$ cat src/rtl/y86_pkg.sv
// y86_pkg: shared icode, status and memory-stage FSM encodings
package y86_pkg;
    localparam logic [3:0] IHALT   = 4'h0;
    localparam logic [3:0] INOP    = 4'h1;
    localparam logic [3:0] IRRMOVQ = 4'h2;
    localparam logic [3:0] IIRMOVQ = 4'h3;
    localparam logic [3:0] IRMMOVQ = 4'h4;
    localparam logic [3:0] IMRMOVQ = 4'h5;
    localparam logic [3:0] IOPQ    = 4'h6;
    localparam logic [3:0] IJXX    = 4'h7;
    localparam logic [3:0] ICALL   = 4'h8;
    localparam logic [3:0] IRET    = 4'h9;
    localparam logic [3:0] IPUSHQ  = 4'hA;
    localparam logic [3:0] IPOPQ   = 4'hB;
    localparam logic [1:0] STAT_AOK = 2'b00;
    localparam logic [1:0] STAT_HLT = 2'b01;
    localparam logic [1:0] STAT_ADR = 2'b10;
    localparam logic [1:0] STAT_INS = 2'b11;
    typedef enum logic [1:0] {S_IDLE, S_REQ, S_WAIT, S_DONE} state_t;
endpackage

$ cat src/rtl/mem_access_decode.sv
// mem_access_decode: maps an icode to its memory access kind, address, write data and static status
module mem_access_decode
    import y86_pkg::*;
(
    input  logic [3:0]  icode,
    input  logic [63:0] valE,
    input  logic [63:0] valA,
    input  logic [63:0] valP,
    output logic        is_rd,
    output logic        is_wr,
    output logic [63:0] addr,
    output logic [63:0] wdata,
    output logic [1:0]  pre_stat
);
    // stack pops read at the old stack pointer (valA); everything else addresses valE
    always_comb begin
        is_rd    = icode == IMRMOVQ || icode == IPOPQ || icode == IRET;
        is_wr    = icode == IRMMOVQ || icode == IPUSHQ || icode == ICALL;
        addr     = (icode == IPOPQ || icode == IRET) ? valA : valE;
        wdata    = icode == ICALL ? valP : valA;
        pre_stat = icode == IHALT ? STAT_HLT : icode > IPOPQ ? STAT_INS : STAT_AOK;
    end
endmodule

$ cat src/rtl/mem_access_stage.sv
// mem_access_stage: Y86-64 memory stage driving a req/gnt/rvalid data-memory handshake
module mem_access_stage
    import y86_pkg::*;
#(
    parameter int MEM_BYTES = 8192,
    parameter int TIMEOUT   = 15
) (
    input  logic        clk,
    input  logic        rst,
    input  logic        start,
    input  logic [3:0]  icode,
    input  logic [63:0] valE,
    input  logic [63:0] valA,
    input  logic [63:0] valP,
    output logic        busy,
    output logic        done,
    output logic [63:0] valM,
    output logic [1:0]  stat,
    output logic        mem_req,
    output logic        mem_we,
    output logic [63:0] mem_addr,
    output logic [63:0] mem_wdata,
    input  logic        mem_gnt,
    input  logic        mem_rvalid,
    input  logic [63:0] mem_rdata
);
    localparam int CW = $clog2(TIMEOUT + 1);
    localparam logic [63:0] LIMIT = 64'(MEM_BYTES - 8);
    logic          is_rd, is_wr;
    logic [63:0]   addr, wdata;
    logic [1:0]    pre_stat;
    state_t        state_q, state_d;
    logic [CW-1:0] cnt_q, cnt_d;
    logic [63:0]   valm_q, valm_d, addr_q, addr_d, wdata_q, wdata_d;
    logic [1:0]    stat_q, stat_d;
    logic          we_q, we_d;
    mem_access_decode u_dec (
        .icode(icode), .valE(valE), .valA(valA), .valP(valP),
        .is_rd(is_rd), .is_wr(is_wr), .addr(addr), .wdata(wdata), .pre_stat(pre_stat)
    );
    // next state; valM/stat only change on entry to DONE so they hold between dones
    always_comb begin
        state_d = state_q;
        cnt_d   = cnt_q;
        valm_d  = valm_q;
        stat_d  = stat_q;
        we_d    = we_q;
        addr_d  = addr_q;
        wdata_d = wdata_q;
        case (state_q)
            S_IDLE: if (start) begin
                if (!(is_rd || is_wr)) begin
                    state_d = S_DONE;
                    stat_d  = pre_stat;
                    valm_d  = '0;
                end else if (addr > LIMIT) begin
                    state_d = S_DONE;
                    stat_d  = STAT_ADR;
                    valm_d  = '0;
                end else begin
                    state_d = S_REQ;
                    cnt_d   = '0;
                    we_d    = is_wr;
                    addr_d  = addr;
                    wdata_d = wdata;
                end
            end
            S_REQ: if (mem_gnt) begin
                state_d = (we_q || mem_rvalid) ? S_DONE : S_WAIT;
                cnt_d   = '0;
                stat_d  = (we_q || mem_rvalid) ? STAT_AOK : stat_q;
                valm_d  = we_q ? '0 : mem_rvalid ? mem_rdata : valm_q;
            end else if (cnt_q == CW'(TIMEOUT - 1)) begin
                state_d = S_DONE;
                stat_d  = STAT_ADR;
                valm_d  = '0;
            end else begin
                cnt_d = cnt_q + CW'(1);
            end
            S_WAIT: if (mem_rvalid) begin
                state_d = S_DONE;
                stat_d  = STAT_AOK;
                valm_d  = mem_rdata;
            end else if (cnt_q == CW'(TIMEOUT - 1)) begin
                state_d = S_DONE;
                stat_d  = STAT_ADR;
                valm_d  = '0;
            end else begin
                cnt_d = cnt_q + CW'(1);
            end
            default: state_d = S_IDLE;
        endcase
    end
    // state and output registers with synchronous reset
    always_ff @(posedge clk) begin
        if (rst) begin
            state_q <= S_IDLE;
            cnt_q   <= '0;
            valm_q  <= '0;
            stat_q  <= STAT_AOK;
            we_q    <= 1'b0;
            addr_q  <= '0;
            wdata_q <= '0;
        end else begin
            state_q <= state_d;
            cnt_q   <= cnt_d;
            valm_q  <= valm_d;
            stat_q  <= stat_d;
            we_q    <= we_d;
            addr_q  <= addr_d;
            wdata_q <= wdata_d;
        end
    end
    assign busy      = state_q != S_IDLE;
    assign done      = state_q == S_DONE;
    assign mem_req   = state_q == S_REQ;
    assign valM      = valm_q;
    assign stat      = stat_q;
    assign mem_we    = we_q;
    assign mem_addr  = addr_q;
    assign mem_wdata = wdata_q;
endmodule
$ cat config.mk
export PLATFORM = sky130hd
export DESIGN_NAME = mem_access_stage
export DESIGN_NICKNAME = d
export VERILOG_FILES = /design/src/rtl/y86_pkg.sv /design/src/rtl/mem_access_decode.sv /design/src/rtl/mem_access_stage.sv
export SDC_FILE = /design/constraint.sdc
export NUM_CORES = 1
export LEC_CHECK = 0
export ABC_AREA = 1
export BUFFER_PORTS_ARGS = -buffer_cell sky130_fd_sc_hd__buf_2
export CORE_AREA = 2 2 181 183
export CTS_BUF_LIST = sky130_fd_sc_hd__clkbuf_4
export DETAILED_ROUTE_END_ITERATION = 8
export DIE_AREA = 0 0 183 185
export PLACE_DENSITY = 0.6
export SLEW_MARGIN = 20
export SYNTH_ARGS = -nofsm -noshare
export SYNTH_HDL_FRONTEND = slang
export SYNTH_SLANG_ARGS = --single-unit
export TNS_END_PERCENT = 100
$ cat constraint.sdc
create_clock -name clk -period 3.3 [get_ports clk]
set_clock_uncertainty 0.05 [all_clocks]
set_input_delay 0 -clock clk [delete_from_list [all_inputs] [get_ports clk]]
set_output_delay 0 -clock clk [all_outputs]
set_load 0.05 [all_outputs]
# Word-level counts from Yosys, hierarchy flattened
# Index checks and enable logic that the tools add are counted.
# Widths: inputs -> output; s select.
word_totals:
  output_inout_bits: 198
  regBits: 201
  elab_cells: 79
  input_bits: 265
op_classes:
  muxes: 36
  add_sub_neg: 1
  bitwise: 1
  n_lt_le_gt_ge: 2
  reduce_logical: 15
  eq_ne: 17
op_table:
  columns: ["op", "n"]
  rows:
  - ["$mux 64", 10]
  - ["$pmux 64 s3", 1]
  - ["$gt 64x13->1 const B", 1]
  - ["$mux 2", 15]
  - ["$mux 4", 6]
  - ["$eq 4x4->1 const B", 5]
  - ["$pmux 2 s3", 2]
  - ["$pmux 4 s3", 1]
  - ["$reduce_and 4->1", 3]
  - ["$eq 4x3->1 const B", 2]
  - ["$ne 2x2->1 const B", 4]
  - ["$logic_or 1x1->1", 7]
  - ["$reduce_and 5->1", 1]
  - ["$add 4x1->4 const B", 1]
  - ["$eq 2x2->1 const B", 2]
  - ["$gt 4x4->1 const B", 1]
  - ["$logic_not 4->1", 1]
  - ["$ne 4x2->1 const B", 1]
  - ["$ne 3x2->1 const B", 1]
  - ["$ne 3x3->1 const B", 1]
  - ["$reduce_bool 3->1", 1]
  - ["$eq 2x1->1 const B", 1]
  - ["$logic_not 2->1", 1]
  - ["$reduce_bool 2->1", 1]
  - ["2 further kinds", 2]

# Depth between registers and ports, before layout
depth:
  word_depth: 8
  ltp_mapped: 20
  ltp_nobuf: 16

# Cells and area by module
# From an unflattened synthesis, not the netlist that was laid out.
hier_totals:
  cells_unflattened: 1873
  hier_area_um2: 11230.8
modules_own_cells:
  columns: ["mod", "seq_area_each_um2", "cells_per_inst", "n_inst", "area_per_inst_um2"]
  rows:
  - ["mem_access_stage", 4023.9, 1432, 1, 9185.1]
  - ["mem_access_decode", 0.0, 441, 1, 2045.7]

# Worst setup path before layout
# Ideal clock, no wire load.
synth_path:
  kind: "reg2reg"
  from: "reg state_q[0]"
  to: "reg valm_q[50], in the netlist valM[50]"
  arrival_time_ns: 2.468
  setup_time_ns: 0.117
  stages_incl_launch_ff: 14
  synth_period_minus_slack_ns: 2.635
  slack_ns: 0.665
  required_time_ns: 3.133
  n_path_buf: 3
  cell_sequence: "dfxtp_1 > inv_1 > ha_1 > clkbuf_1 > inv_1 > nor2_1 > nor2_1 > inv_1 > nor2_1 > clkbuf_1 > buf_1 > nand3_1 > nand2_1 > nor2_1"
synth_between:
  elab_chain_len: 3
  word_cells_on_any_way: 9
  cone_classes: "5 x eq/ne; 1 x mux; 3 x reduce/logical"
synth_rtl:
  columns: ["element", "line", "text"]
  rows:
  - ["start: declaration", "mem_access_stage.sv:32", "state_t state_q, state_d;"]
  - ["start signal: assignment", "mem_access_stage.sv:105", "state_q <= state_d;"]
  - ["$eq 2x1->1, or another cell as far along", "mem_access_stage.sv:50", "case (state_q)"]
  - ["$ne 4x2->1 (no source line), or another cell as far along", null, null]
  - ["$reduce_and 4->1 (no source line)", null, null]
  - ["end signal: assignment", "mem_access_stage.sv:107", "valm_q <= valm_d;"]
  - ["end: declaration", "mem_access_stage.sv:34", "logic [63:0] valm_q, valm_d, addr_q, addr_d, wdata_q, wdata_d;"]
# Parallel ways exist; a longest one is shown, timed or not.
# A chain may end at the register's enable or synchronous reset.

# Final worst setup path
layout_path:
  from: "in icode[3]"
  to: "reg wdata_q[3], in the netlist mem_wdata[3]"
layout_between:
  elab_chain_len: 6
  word_cells_on_any_way: 17
  cone_classes: "1 x order compare; 6 x eq/ne; 2 x mux; 1 x bitwise; 7 x reduce/logical"
layout_rtl:
  columns: ["element", "line", "text"]
  rows:
  - ["start: declaration", "mem_access_stage.sv:11", "input logic [3:0] icode,"]
  - ["$eq 4x4->1", "mem_access_decode.sv:17, mem_access_decode.sv:19", null]
  - ["$logic_or 1x1->1", "mem_access_decode.sv:19", "addr = (icode == IPOPQ || icode == IRET) ? valA : valE;"]
  - ["$mux 64", "mem_access_decode.sv:19", null]
  - ["$gt 64x13->1", "mem_access_stage.sv:56", "end else if (addr > LIMIT) begin"]
  - ["$not 1->1 (no source line)", null, null]
  - ["$reduce_and 4->1 (no source line)", null, null]
  - ["end signal: assignment", "mem_access_stage.sv:111", "wdata_q <= wdata_d;"]
  - ["end: declaration", "mem_access_stage.sv:34", null]
# Parallel ways exist; a longest one is shown, timed or not.

==> results by group <==
Critical path
  – Worst path required time: 3.87 ns
  – CP Launch Type: primary input
  – Crit-path most repeated cell: nand2_1
  – Reg2reg setup slack: 0.31 ns
  – Critical path arrival: 3.65 ns
  – Worst path top cell family by delay: buffers and inverters
  – Crit-path cells: buf_2 -> nand3_4 -> buf_4 -> nand2_1 -> nand4_1 -> dlygate4sd3_1 -> nor3_1 -> dlygate4sd3_1 -> nand3_1 -> nor2_2 -> nand3_4 -> buf_12 -> nand2_1 -> nand2_1 -> nor2_1
  – Crit path max fanout: 165
  – Crit path kind: primary input to flip-flop
  – Crit. End Element: flip-flop
  – Crit-path slowest cell: dlygate4sd3_1
  – CP bufs+invs: 5
  – Worst path max stage delay: 0.58 ns

Global route
  – Largest net degree at the start of global routing: 166
  – Number of global-route vias before repair: 13446
  – GR Overflow Total: 0
  – Initial antenna violation count: 10
  – First-pass GRT wire length: 69.3 mm
  – GRT Util Overall: 25.2%

Synth
  – Cell count after synthesis: 1771
  – Top area cells in the synthesized netlist: dfxtp_1 (36%), nand2_1 (16%), nor2_1 (10%)
  – Cell variety after synth: 28
  – Cell Area, Synth: 11300 µm²
  – Yosys top cell area share: 35.7%
  – Mean area per synthesized cell: 6.36 µm²
  – Post-synthesis sequential area ratio: 35.7%
  – #FFs+latches synth: 201
  – Post-Syn Nets: 2042
  – Syn. warnings: 0
  – Cell taking the most area after synthesis: dfxtp_1

Pwr
  – Pwr Density: 607 nW/µm²
  – Leak: 9.36 nW
  – Switching Power: 4.69 mW
  – Sequential share of power: 30.1%
  – VDD IR max: 0.416 mV
  – Clk network pwr share: 22.5%
  – Combinational Power Share: 47.4%
  – Switching Fraction: 45.8%
  – Pint: 5.55 mW

CTS
  – Post-CTS repair timing setup buffer count: 0
  – Longest Clk Path Bufs: 3
  – Clk root buf: clkbuf_4
  – Clock latency on the worst-skew pair: 0.68 ns
  – CTS tree: yes
  – Clock transition at the registers of the reported paths: 0.07 ns
  – H-tree depth: 2
  – CTS Buf Count: 58
  – Sink Count: 201

Die
  – DIE HEIGHT: 185 µm
  – Core area: 32000 µm²
  – Die extent in x: 183 µm
  – Die footprint: 33900 µm²
  – Rows: 66
  – Io pins: 463
  – Initial Util: 35.2%

Cells and area
  – Fin util: 52.7%
  – Final #Nets: 2697
  – Final Instance Count excl. Fillers: 2884
  – Layout cells sized above 1: 26.4%
  – Most common cell after layout, fill and taps aside: nand2_1
  – Area Overhead vs Synth: 49.8%
  – Most frequent cells in the layout: nand2_1 (494), buf_2 (462), nor2_1 (309)

Timing
  – Max-slew violations: 0
  – Hold Violations, Final: 0
  – Crit share post-route: 93.2%
  – Setup-failing EPs final: 0
  – RSZ-0062 raised after global routing: false
  – Slew headroom: 32.5%
  – Fmax: 325 MHz
  – Worst slew pin tran: 1.01 ns
  – Fin Setup TNS: 0 ns
  – Min Tclk post-route: 3.08 ns

Route
  – DRC: 0
  – Total number of vias: 13783
  – DRT Wirelength: 44.6 mm
  – Drt wl/cell: 15.5 µm
  – Final ANT Viol Nets: 0
  – Vias/cell: 4.78
  – Pre-Repair DR Iteration Count: 6
  – DRT iter0 DRCs: 834

Status
  – Status: finished, final reports clean

Worst hold path
  – Min-Delay Path Class: primary input to flip-flop

Place
  – DPL Wire Length: 29.7 mm
  – # placed instances: 2539
  – Number of port buffers: 462
  – RD Place Congestion: 0.913

Job
  – Max_cap viols: 0
## power groups by stage
stage | Combinational [mW] | Clock [mW] | Sequential [mW]
CTS | 4.84 | 2.39 | 3.07
detailed placement | 4.56 | 0 | 3.12
floorplan | 2.31 | 0 | 4.16
global placement | 4.48 | 0 | 3.11
global route | 5.33 | 2.52 | 3.13
finish | 4.86 | 2.31 | 3.08
## layout make-up
cell class                 instances  area, µm²
clock inverter                    12       50.0
antenna                           10       25.0
sequential                       201       4020
multi-input combinational       1218       5870
inverter                         229        865
tap                              408        510
timing repair buffer             718       4870
fill                            3151      15200
clock buffer                      88        661
## sequential cells by signal, summed over array words and instances, names as in the netlist
name       flops
mem_addr      64
state_q        2
cnt_q          4
valM          64
mem_we         1
mem_wdata     64
stat           2
## what timing repair did
action                     CTS  global route
setup endpoints to repair    0             4
resized for setup            0             4
hold buffers               234             0
hold endpoints to repair   150             0
## worst reg2reg max path, stage by stage, from the launching register on
cell and delay [ns]:
dfxtp_1 0.37, inv_1 0.11, ha_2 0.28, inv_1 0.11, nor2_1 0.07, nor2_1 0.17
inv_1 0.12, nor2_2 0.29, nand3_1 0.11, dlygate4sd3_1 0.57, nand2_1 0.06, nor2_1 0.04
dlygate4sd3_1 0.54
## cells by family after synthesis
group | count (synthesis) | share of synthesized area (%)
flip-flops | 201 | 35.7
adder cells (fa/ha/maj) | 6 | 0.667
multiplexers | 58 | 5.80
AO/OA/AOI/OAI | 167 | 9.59
buffers and inverters | 353 | 13.0
AND/OR/NAND/NOR | 985 | 35.2
XOR/XNOR | 1 | 0.0778
## worst paths after layout
path | start | to | cells past startpoint
setup reg to reg | state_q[0] | cnt_q[1] | 12
hold / removal | icode[2] | stat[0] | 8
hold reg to reg | mem_addr[21] | mem_addr[21] | 2
setup / recovery | icode[3] | mem_wdata[3] | 15
## stage by stage
| step | area (µm²) | hold slack (ns) | power [mW] | setup slack [ns] |
|---|---|---|---|---|
| CTS | 16800 | 0.00400 | 10.3 | 0.0459 |
| global placement | 13800 | 0.191 | 7.59 | 0.277 |
| detailed placement | 13800 | 0.200 | 7.69 | 0.219 |
| floorplan | 11300 | 0.0191 | 6.47 | 0.665 |
| finish | 16900 | 0.0629 | 10.2 | 0.224 |
| global route | 16900 | 0.116 | 11.0 | 0.0740 |
## cells in the mapped netlist (all sizes together)
cell type	count
nand3	157
mux2	58
nand4	18
nor2	312
a31oi	1
o31ai	2
nor3	1
a21oi	82
ha	6
o211ai	2
a32o	45
dfxtp	201
o21ai	33
nand3b	3
inv	229
o41ai	1
a41oi	1
buf	60
xor2	1
nand2	494
clkbuf	64
## routing by layer
| metal | vias up | share of wire, % | wire length (µm) | global-route usage, % |
|---|---|---|---|---|
| met3 | 127 | 7.7 | 3420 | 5.96 |
| met1 | 6195 | 41 | 18100 | 29.5 |
| met4 | 2 | 3.7 | 1660 | 9.95 |
| li1 | 6906 | - | - | - |
| met5 | - | 0.029 | 13 | 0 |
| met2 | 553 | 48 | 21400 | 44.3 |
No activity file was read; power rests on OpenSTA's default activity.
